<file path="src/rtl/hist_ctrl_pkg.sv">
// ----------------------------------------------------------------------------
// hist_ctrl_pkg
// Shared definitions for the histogram frame controller.
// Contents:
//   state_e            - 3-bit sequencer state encoding
//   BIN_COUNT / BIN_W  - number of histogram bins and bin-index width
//   DEFAULT_*          - default frame geometry, bin width and watchdog limit
// ----------------------------------------------------------------------------
package hist_ctrl_pkg;

   localparam int BIN_COUNT         = 256;
   localparam int BIN_W             = 8;
   localparam int DEFAULT_WORD_SIZE = 20;
   localparam int DEFAULT_PIXELS    = 384000;  // 800 x 480
   localparam int DEFAULT_TIMEOUT   = 1024;

   typedef enum logic [2:0] {
      S_CLEAR     = 3'd0,
      S_IDLE      = 3'd1,
      S_ACCUM     = 3'd2,
      S_DRAIN     = 3'd3,
      S_CUM_START = 3'd4,
      S_CUM_WAIT  = 3'd5,
      S_CUM_ACK   = 3'd6
   } state_e;

endpackage

</file>
<file path="src/rtl/histogram_frame_controller_if.sv">
// ----------------------------------------------------------------------------
// histogram_frame_controller_if
// Histogram RAM port plus the cumulative-histogram block handshake.
//   oHistRdAddr     - RAM read address (1-cycle read latency)
//   iHistQ          - RAM read data
//   oHistWrAddr     - RAM write address
//   oHistWrData     - RAM write data
//   oHistWE         - RAM write enable
//   iCumAddrInHist  - read address requested by the cumulative block
//   oCumStart       - cumulative block start pulse
//   oCumRestart     - cumulative block restart / acknowledge
//   iCumDone        - cumulative block done
//   iCumThreshold   - threshold computed by the cumulative block
// Modports: master = frame controller, slave = RAM + cumulative block.
// ----------------------------------------------------------------------------
interface histogram_frame_controller_if
   import hist_ctrl_pkg::*;
#(
   parameter int WORD_SIZE = DEFAULT_WORD_SIZE
);

   logic [BIN_W-1:0]     oHistRdAddr;
   logic [WORD_SIZE-1:0] iHistQ;
   logic [BIN_W-1:0]     oHistWrAddr;
   logic [WORD_SIZE-1:0] oHistWrData;
   logic                 oHistWE;
   logic [BIN_W-1:0]     iCumAddrInHist;
   logic                 oCumStart;
   logic                 oCumRestart;
   logic                 iCumDone;
   logic [BIN_W-1:0]     iCumThreshold;

   modport master (
      output oHistRdAddr, oHistWrAddr, oHistWrData, oHistWE, oCumStart, oCumRestart,
      input  iHistQ, iCumAddrInHist, iCumDone, iCumThreshold
   );

   modport slave (
      input  oHistRdAddr, oHistWrAddr, oHistWrData, oHistWE, oCumStart, oCumRestart,
      output iHistQ, iCumAddrInHist, iCumDone, iCumThreshold
   );

endinterface

</file>
<file path="src/rtl/hist_rmw_pipe.sv">
// ----------------------------------------------------------------------------
// hist_rmw_pipe
// Two-stage read-modify-write bin incrementer for a RAM with 1-cycle read
// latency. Stage 0 captures the bin whose read was issued this cycle; stage 1
// adds one (saturating) to the returned count and issues the write. The write
// just issued is kept one more cycle so a read that raced it is corrected.
//   clk, rst_n  - clock, asynchronous active-low reset
//   i_valid     - a read for i_bin was issued this cycle
//   i_bin       - bin index being read
//   i_q         - RAM read data for the previous cycle's address
//   o_we        - write enable (stage 1)
//   o_addr      - write address (0 when idle)
//   o_data      - incremented count (0 when idle)
// ----------------------------------------------------------------------------
module hist_rmw_pipe
   import hist_ctrl_pkg::*;
#(
   parameter int WORD_SIZE = DEFAULT_WORD_SIZE
) (
   input  logic                 clk,
   input  logic                 rst_n,
   input  logic                 i_valid,
   input  logic [BIN_W-1:0]     i_bin,
   input  logic [WORD_SIZE-1:0] i_q,
   output logic                 o_we,
   output logic [BIN_W-1:0]     o_addr,
   output logic [WORD_SIZE-1:0] o_data
);

   logic                 v1_q, v1_d;
   logic [BIN_W-1:0]     bin1_q, bin1_d;
   logic                 v2_q, v2_d;
   logic [BIN_W-1:0]     bin2_q, bin2_d;
   logic [WORD_SIZE-1:0] wdata2_q, wdata2_d;
   logic [WORD_SIZE-1:0] base;
   logic [WORD_SIZE-1:0] inc;

   always_comb begin
      // NOTE: every variable gets a value before any branch so no latch is inferred.
      v1_d   = i_valid;
      bin1_d = i_bin;
      // The RAM read for bin1 was sampled on the same edge that committed the
      // previous write, so an equal bin must take the count from that write.
      base = (v2_q && (bin2_q == bin1_q)) ? wdata2_q : i_q;
      inc  = (base == '1) ? base : base + 1'b1;
      v2_d     = v1_q;
      bin2_d   = bin1_q;
      wdata2_d = inc;
      o_we   = v1_q;
      o_addr = v1_q ? bin1_q : '0;
      o_data = v1_q ? inc : '0;
   end

   // NOTE: state registers use non-blocking assignments so every flop samples
   // pre-edge values regardless of statement order.
   always_ff @(posedge clk or negedge rst_n) begin
      if (!rst_n) begin
         v1_q     <= 1'b0;
         bin1_q   <= '0;
         v2_q     <= 1'b0;
         bin2_q   <= '0;
         wdata2_q <= '0;
      end else begin
         v1_q     <= v1_d;
         bin1_q   <= bin1_d;
         v2_q     <= v2_d;
         bin2_q   <= bin2_d;
         wdata2_q <= wdata2_d;
      end
   end

endmodule

</file>
<file path="src/rtl/histogram_frame_controller.sv">
// ----------------------------------------------------------------------------
// histogram_frame_controller
// Per-frame sequencer for the threshold path: clears the 256-bin histogram RAM,
// accumulates an 8-bit pixel stream into it, runs the cumulative-histogram
// block, latches its threshold and acknowledges it, then clears again.
// Ports:
//   iClk, iRst_n      - clock, asynchronous active-low reset
//   iFrameStart       - frame start pulse (accepted only in IDLE)
//   iPixelValid/iPixel- pixel stream; pixel value is the bin index
//   oReady            - high while IDLE
//   hist_bus          - histogram RAM port and cumulative block handshake
//   oThreshold        - latched threshold
//   oThresholdValid   - one-cycle pulse when oThreshold updates
//   oFrameDropped     - sticky: a frame start arrived while busy
//   oError            - sticky watchdog error
// Build option: define HIST_CTRL_WATCHDOG_EN to enable the CUM_WAIT watchdog;
// without it CUM_WAIT waits indefinitely and oError stays 0.
// ----------------------------------------------------------------------------
module histogram_frame_controller
   import hist_ctrl_pkg::*;
#(
   parameter int WORD_SIZE = DEFAULT_WORD_SIZE,
   parameter int PIXELS    = DEFAULT_PIXELS,
   parameter int TIMEOUT   = DEFAULT_TIMEOUT
) (
   input  logic                         iClk,
   input  logic                         iRst_n,
   input  logic                         iFrameStart,
   input  logic                         iPixelValid,
   input  logic [BIN_W-1:0]             iPixel,
   output logic                         oReady,
   histogram_frame_controller_if.master hist_bus,
   output logic [BIN_W-1:0]             oThreshold,
   output logic                         oThresholdValid,
   output logic                         oFrameDropped,
   output logic                         oError
);

   localparam int CNT_W = $clog2(PIXELS + 1);
   localparam int CLR_W = $clog2(BIN_COUNT + 1);
   localparam int WD_W  = $clog2(TIMEOUT + 1);

   state_e               state_q, state_d;
   logic [CNT_W-1:0]     pix_cnt_q, pix_cnt_d;
   logic [CLR_W-1:0]     clr_cnt_q, clr_cnt_d;
   logic                 clr_we_q, clr_we_d;
   logic [BIN_W-1:0]     clr_addr_q, clr_addr_d;
   logic                 ready_q, ready_d;
   logic                 cum_start_q, cum_start_d;
   logic                 cum_restart_q, cum_restart_d;
   logic [BIN_W-1:0]     thr_q, thr_d;
   logic                 thr_valid_q, thr_valid_d;
   logic                 dropped_q, dropped_d;
   logic                 error_q, error_d;
   logic [WD_W-1:0]      wd_cnt_q, wd_cnt_d;
   logic                 wd_expire;

   logic                 accept;
   logic                 rmw_we;
   logic [BIN_W-1:0]     rmw_addr;
   logic [WORD_SIZE-1:0] rmw_data;
   logic [BIN_W-1:0]     rd_addr;

   assign accept = (state_q == S_ACCUM) && iPixelValid;

   hist_rmw_pipe #(
      .WORD_SIZE (WORD_SIZE)
   ) u_rmw (
      .clk     (iClk),
      .rst_n   (iRst_n),
      .i_valid (accept),
      .i_bin   (iPixel),
      .i_q     (hist_bus.iHistQ),
      .o_we    (rmw_we),
      .o_addr  (rmw_addr),
      .o_data  (rmw_data)
   );

`ifdef HIST_CTRL_WATCHDOG_EN
   assign wd_expire = (wd_cnt_q == WD_W'(TIMEOUT - 1));
`else
   assign wd_expire = 1'b0;
`endif

   // The cumulative block owns the read port from its start until it is
   // acknowledged; accumulation owns it only while pixels can arrive.
   always_comb begin
      rd_addr = '0;
      if (state_q inside {S_CUM_START, S_CUM_WAIT, S_CUM_ACK}) begin
         rd_addr = hist_bus.iCumAddrInHist;
      end else if (state_q == S_ACCUM) begin
         rd_addr = iPixel;
      end
   end

   // Clear writes and RMW writes never overlap: RMW writes only follow ACCUM.
   assign hist_bus.oHistRdAddr = rd_addr;
   assign hist_bus.oHistWE     = clr_we_q | rmw_we;
   assign hist_bus.oHistWrAddr = clr_we_q ? clr_addr_q : rmw_addr;
   assign hist_bus.oHistWrData = clr_we_q ? '0 : rmw_data;
   assign hist_bus.oCumStart   = cum_start_q;
   assign hist_bus.oCumRestart = cum_restart_q;

   assign oReady          = ready_q;
   assign oThreshold      = thr_q;
   assign oThresholdValid = thr_valid_q;
   assign oFrameDropped   = dropped_q;
   assign oError          = error_q;

   always_comb begin
      state_d       = state_q;
      pix_cnt_d     = pix_cnt_q;
      clr_cnt_d     = clr_cnt_q;
      clr_we_d      = 1'b0;
      clr_addr_d    = clr_addr_q;
      cum_start_d   = 1'b0;
      cum_restart_d = 1'b0;
      thr_d         = thr_q;
      thr_valid_d   = 1'b0;
      dropped_d     = dropped_q;
      error_d       = error_q;
      wd_cnt_d      = '0;

      if (iFrameStart && (state_q != S_IDLE)) begin
         dropped_d = 1'b1;
      end

      unique case (state_q)
         // NOTE: RAM contents have no reset; the sequencer zeroes every bin
         // itself after reset and after each frame.
         S_CLEAR: begin
            if (clr_cnt_q == CLR_W'(BIN_COUNT)) begin
               clr_cnt_d = '0;
               state_d   = S_IDLE;
            end else begin
               clr_we_d   = 1'b1;
               clr_addr_d = clr_cnt_q[BIN_W-1:0];
               clr_cnt_d  = clr_cnt_q + 1'b1;
            end
         end
         S_IDLE: begin
            if (iFrameStart) begin
               pix_cnt_d = '0;
               dropped_d = 1'b0;
               state_d   = S_ACCUM;
            end
         end
         S_ACCUM: begin
            if (accept) begin
               pix_cnt_d = pix_cnt_q + 1'b1;
               if (pix_cnt_q == CNT_W'(PIXELS - 1)) begin
                  state_d = S_DRAIN;
               end
            end
         end
         S_DRAIN: begin
            // Last RMW write is on the bus this cycle.
            cum_start_d = 1'b1;
            state_d     = S_CUM_START;
         end
         S_CUM_START: begin
            state_d = S_CUM_WAIT;
         end
         S_CUM_WAIT: begin
            if (hist_bus.iCumDone) begin
               thr_d         = hist_bus.iCumThreshold;
               thr_valid_d   = 1'b1;
               cum_restart_d = 1'b1;
               state_d       = S_CUM_ACK;
            end else if (wd_expire) begin
               error_d       = 1'b1;
               cum_restart_d = 1'b1;
               state_d       = S_CLEAR;
            end else begin
               wd_cnt_d = wd_cnt_q + 1'b1;
            end
         end
         S_CUM_ACK: begin
            if (hist_bus.iCumDone) begin
               cum_restart_d = 1'b1;
            end else begin
               state_d = S_CLEAR;
            end
         end
         default: begin
            state_d = S_CLEAR;
         end
      endcase

      ready_d = (state_d == S_IDLE);
   end

   always_ff @(posedge iClk or negedge iRst_n) begin
      if (!iRst_n) begin
         state_q       <= S_CLEAR;
         pix_cnt_q     <= '0;
         clr_cnt_q     <= '0;
         clr_we_q      <= 1'b0;
         clr_addr_q    <= '0;
         ready_q       <= 1'b0;
         cum_start_q   <= 1'b0;
         cum_restart_q <= 1'b0;
         thr_q         <= '0;
         thr_valid_q   <= 1'b0;
         dropped_q     <= 1'b0;
         error_q       <= 1'b0;
         wd_cnt_q      <= '0;
      end else begin
         state_q       <= state_d;
         pix_cnt_q     <= pix_cnt_d;
         clr_cnt_q     <= clr_cnt_d;
         clr_we_q      <= clr_we_d;
         clr_addr_q    <= clr_addr_d;
         ready_q       <= ready_d;
         cum_start_q   <= cum_start_d;
         cum_restart_q <= cum_restart_d;
         thr_q         <= thr_d;
         thr_valid_q   <= thr_valid_d;
         dropped_q     <= dropped_d;
         error_q       <= error_d;
         wd_cnt_q      <= wd_cnt_d;
      end
   end

endmodule

</file>
<file path="src/flat_wrapper.sv">
// flat-port wrapper written by rule: the top's interface ports become plain ports
module histogram_frame_controller_flat import hist_ctrl_pkg::*;
#(
   parameter int WORD_SIZE = DEFAULT_WORD_SIZE,
   parameter int PIXELS    = DEFAULT_PIXELS,
   parameter int TIMEOUT   = DEFAULT_TIMEOUT
)
  (iClk, iRst_n, iFrameStart, iPixelValid, iPixel, oReady, oThreshold, oThresholdValid, oFrameDropped, oError, hist_bus_oHistRdAddr, hist_bus_oHistWrAddr, hist_bus_oHistWrData, hist_bus_oHistWE, hist_bus_oCumStart, hist_bus_oCumRestart, hist_bus_iHistQ, hist_bus_iCumAddrInHist, hist_bus_iCumDone, hist_bus_iCumThreshold);
  histogram_frame_controller_if #(.WORD_SIZE(WORD_SIZE)) hist_bus_i ();
  input  logic iClk;
  input  logic iRst_n;
  input  logic iFrameStart;
  input  logic iPixelValid;
  input  logic [BIN_W-1:0] iPixel;
  output logic oReady;
  output logic [BIN_W-1:0] oThreshold;
  output logic oThresholdValid;
  output logic oFrameDropped;
  output logic oError;
  output wire logic [$bits(hist_bus_i.oHistRdAddr)-1:0] hist_bus_oHistRdAddr;
  output wire logic [$bits(hist_bus_i.oHistWrAddr)-1:0] hist_bus_oHistWrAddr;
  output wire logic [$bits(hist_bus_i.oHistWrData)-1:0] hist_bus_oHistWrData;
  output wire logic [$bits(hist_bus_i.oHistWE)-1:0] hist_bus_oHistWE;
  output wire logic [$bits(hist_bus_i.oCumStart)-1:0] hist_bus_oCumStart;
  output wire logic [$bits(hist_bus_i.oCumRestart)-1:0] hist_bus_oCumRestart;
  input wire logic [$bits(hist_bus_i.iHistQ)-1:0] hist_bus_iHistQ;
  input wire logic [$bits(hist_bus_i.iCumAddrInHist)-1:0] hist_bus_iCumAddrInHist;
  input wire logic [$bits(hist_bus_i.iCumDone)-1:0] hist_bus_iCumDone;
  input wire logic [$bits(hist_bus_i.iCumThreshold)-1:0] hist_bus_iCumThreshold;
  assign hist_bus_oHistRdAddr = hist_bus_i.oHistRdAddr;
  assign hist_bus_oHistWrAddr = hist_bus_i.oHistWrAddr;
  assign hist_bus_oHistWrData = hist_bus_i.oHistWrData;
  assign hist_bus_oHistWE = hist_bus_i.oHistWE;
  assign hist_bus_oCumStart = hist_bus_i.oCumStart;
  assign hist_bus_oCumRestart = hist_bus_i.oCumRestart;
  assign hist_bus_i.iHistQ = hist_bus_iHistQ;
  assign hist_bus_i.iCumAddrInHist = hist_bus_iCumAddrInHist;
  assign hist_bus_i.iCumDone = hist_bus_iCumDone;
  assign hist_bus_i.iCumThreshold = hist_bus_iCumThreshold;
  histogram_frame_controller #(.WORD_SIZE(WORD_SIZE), .PIXELS(PIXELS), .TIMEOUT(TIMEOUT)) u_core (.iClk(iClk), .iRst_n(iRst_n), .iFrameStart(iFrameStart), .iPixelValid(iPixelValid), .iPixel(iPixel), .oReady(oReady), .hist_bus(hist_bus_i), .oThreshold(oThreshold), .oThresholdValid(oThresholdValid), .oFrameDropped(oFrameDropped), .oError(oError));
endmodule
</file>
<file path="config.mk">
export PLATFORM = sky130hd
export DESIGN_NAME = histogram_frame_controller_flat
export DESIGN_NICKNAME = d
export VERILOG_FILES = /design/src/rtl/hist_ctrl_pkg.sv /design/src/rtl/histogram_frame_controller_if.sv /design/src/rtl/hist_rmw_pipe.sv /design/src/rtl/histogram_frame_controller.sv /design/src/flat_wrapper.sv
export SDC_FILE = /design/constraint.sdc
export NUM_CORES = 1
export LEC_CHECK = 0
export CORE_MARGIN = 4
export CORE_UTILIZATION = 56
export CTS_CLUSTER_SIZE = 12
export DETAILED_ROUTE_END_ITERATION = 16
export PLACE_DENSITY = 0.87
export SLEW_MARGIN = 20
export SYNTH_ARGS = -nofsm -noshare
export SYNTH_HDL_FRONTEND = slang
export SYNTH_SLANG_ARGS = --single-unit
</file>
<file path="constraint.sdc">
create_clock -name iClk -period 10.43 [get_ports iClk]
set_clock_uncertainty 0.05 [all_clocks]
set_input_delay 1.5645 -clock iClk [delete_from_list [all_inputs] [get_ports iClk]]
set_output_delay 1.5645 -clock iClk [all_outputs]
set_load 0.02 [all_outputs]
</file>
==> impl_results.md <==
- CP Launch Type: input pin
- DRT antenna net count: 0
- Worst-Skew Late Latency: between 0.3 and 0.4 ns
- First-pass GRT wire length: 21.71 mm
- Vias in the first global route: about 4,600
- Post-synthesis sequential area ratio: 45.15%
- Design area: 6275 µm²
- RSZ-0062 raised after global routing: false
- Setup CP Type: input pin to output pin
- Postcts setup bufs: 0
- Hold WS: 0.3852 ns
- Met3 usage: between 6 and 7%
- Comb pwr share: a little over a third
- Peak VDD IR: ~0.00014 V
- Critical Path Fanout Max: 7
- Syn_area_per_cell: 9.427 µm²
- Post-synthesis cell area: about 5000 µm²
- Htree depth: 3
- Routability Congestion: 1.048
- Post-synthesis cell count: 535
- Final Max Slew Viols: 0
- Sequential power share: 43.6%
- First DRT Iteration DRCs: 259
- Final HPWL DP: 9.637 mm
- GRT met2 Usage: 42.43%
- Die Ht: 102.9 µm
- GR Util met1: approximately 33%
- Die area: 10,590 µm²
- Cts repair resizes: 0
- PwrDens: roughly 180 nW/µm²
- Router iterations before antenna repair: 6
- Leakage Power: around 0.0026 µW
- Status: completed
- Ys flop type: dfrtp_1
- CTS sink cnt: 91
- Highest Clock Rate: roughly 160 MHz
- Post-synthesis compound-gate area fraction: 11.36%
- Least-Margin Pin Slew: slightly above 0.9 ns
- Hold-fix buffers, CTS: 0
- Drt total wl: 12.92 mm
- DR vias: about 4,500
- Clock slew at reported path FFs: 0.10 ns
- Core Area: 8763 µm²
- Ports: 100
- GRT Total Usage: 25.90%
- Inserted Clock Buffers: 9
- Fin. Hold Viols: 0
- Sw Share: 38.53%
- Port buffer count: 98
- CTS tree: yes
- Switch Pwr: between 400 and 500 µW
- Share of layout cells above drive strength 1: 8.215%
- Max Cap Violations: 0
- Final setup viols: 0
- Total internal power: 687.3 µW
- Initial antenna violation count: 0
- Async set-reset flop share out of synthesis: 100.0%
- Max Root-Sink Buffers: 2
- Die width: 102.9 µm
- Largest net degree at the start of global routing: 69
- Worst slew margin: 37.18%
- Placed cell area: 6078 µm²
- Xor/xnor share of the synthesized area: 7.120%
- Crit path DAT: ~4.8 ns
- Grt peak-use layer: met2
- EDFF count, synth: 0
- Clock period minus worst slack: roughly 6.4 ns
- Final worst path period share: 61.80%
- WP data required: 8.82 ns
- Commonest non-fill, non-tap cell in the layout: clkdlybuf4s50_1
- # diodes: 0
- Total grt overflow: 0
- Setup TNS: 0 ns
- Post-route DRC: 0
- Row cnt: 34
- Mux contribution to synthesized area: 6.326%
- Post-synthesis simple-gate area fraction: 26.00%
- Synthesis Warnings: 0
- Hold Crit Class: flop to flop
- Register bit count reported by yosys: 91
- Fin nets: 681
- Largest family of logic cells by synthesized area: simple AND/OR/NAND/NOR gates
- Mapped Nets: approximately 590
- Yosys cell types: 61
- Area grow syn2layout: 24.41%
- Clock power share: approximately 21%
- Via density: 6.046
- Adder-cell share of the synthesized area: 0.9923%
- Commonest cells after routing, fill and taps aside: 97 x clkdlybuf4s50_1, 91 x dfrtp_1, 82 x nand2_1
- CP endpoint kind: output pin
- Initial Utilization: a little under three fifths
- Post-DR wirelength/cell: 17.44 µm
- Root Buffer: clkbuf_8
-- per-layer routing --
metal	wire, µm	vias to the layer above	part of all wire [%]
met4	382	0	3.0
met2	6186	197	48
met3	989	35	7.7
met1	5364	2150	42
met5	0	-	0
li1	-	2098	-
-- final cells by class --
cell class,count,area (µm²)
fillers,660,2489
well taps,108,135.1
inverters,13,48.80
multi-input cells,412,2624
clock inverters,7,65.06
repair buffers,101,1001
clock buffers,9,123.9
flip-flops and latches,91,2277
-- stage by stage --
stage | total power [µW] | setup WS, ns | std cells | util (%)
after global placement | 872.7 | 3.851 | 724 | 69.27
after global routing | 1185 | 3.621 | 741 | 71.60
final | 1118 | 3.984 | 741 | 71.60
after floorplan | 704.7 | 5.137 | 535 | -
after CTS | 1121 | 3.994 | 741 | 71.52
after detailed placement | 888.6 | 4.006 | 725 | 69.36
-- logic make-up after synthesis --
group / after synthesis
and+or+nand+nor: 255
DFF: 91
AOI/OAI and AO/OA: 81
xor gates and xnor gates: 41
buffers and inverters: 32
muxes: 30
adders and majority gates: 4
other: 1
-- final timing paths --
path                                             startpoint                                  end  slack [ns]  cells past startpoint
hold / removal             u_core.u_rmw.bin1_q[5]$_DFF_PN0_     u_core.u_rmw.bin2_q[5]$_DFF_PN0_        0.39                      0
hold reg to reg            u_core.u_rmw.bin1_q[5]$_DFF_PN0_     u_core.u_rmw.bin2_q[5]$_DFF_PN0_        0.39                      0
setup / recovery                         hist_bus_iHistQ[1]              hist_bus_oHistWrData[0]        3.98                     11
min in group asynchronous                            iRst_n   u_core.u_rmw.wdata2_q[7]$_DFF_PN0_        1.03                      1
max in group asynchronous                            iRst_n  u_core.u_rmw.wdata2_q[19]$_DFF_PN0_        8.15                      2
setup reg to reg           u_core.u_rmw.bin1_q[3]$_DFF_PN0_   u_core.u_rmw.wdata2_q[5]$_DFF_PN0_        6.66                     14
-- sequential cells by signal, indices dropped and copies added, names as in the netlist, 3 cells and up, named ones only --
name,cells
u_core.oThreshold,8
u_core.pix_cnt_q,19
u_core.u_rmw.bin1_q,8
u_core.state_q,3
u_core.u_rmw.wdata2_q,20
u_core.u_rmw.bin2_q,8
u_core.clr_cnt_q,9
u_core.clr_addr_q,8
-- synthesized netlist by cell type, types with 8 or more instances --
library cell	n	area share (%)
nand4_1	15	1.9
nor2_1	43	3.2
a21boi_0	8	1.2
clkbuf_1	10	0.74
and3_1	19	2.4
xor2_1	16	2.8
mux2i_1	18	3.6
a21oi_1	16	1.6
a22o_1	9	1.6
dfrtp_1	91	45
o21ai_0	10	0.99
nand2_1	82	6.1
o22ai_1	9	1.1
and2_1	8	0.99
nand3_1	27	2.7
inv_1	12	0.89
mux2_2	11	2.5
nor3_1	15	1.5
xnor2_1	25	4.3
-- power groups by stage --
stage | Combinational (µW) | Clock [µW] | Sequential, µW
after floorplan | 226 | 0 | 479
after global placement | 387 | 0 | 486
after detailed placement | 397 | 0 | 492
after CTS | 400 | 236 | 485
after global routing | 437 | 251 | 498
final | 400 | 231 | 487
-- critical path: stages --
cell and delay [ns]:
clkdlybuf4s50_1 0.52, mux2_2 0.19, ha_1 0.20, nand4_1 0.19
or3_1 0.46, nor2_1 0.18, a32oi_1 0.29, buf_4 0.28
xnor2_1 0.21, and2_1 0.15, clkdlybuf4s50_1 0.60
(Power assumes the default switching activity.)
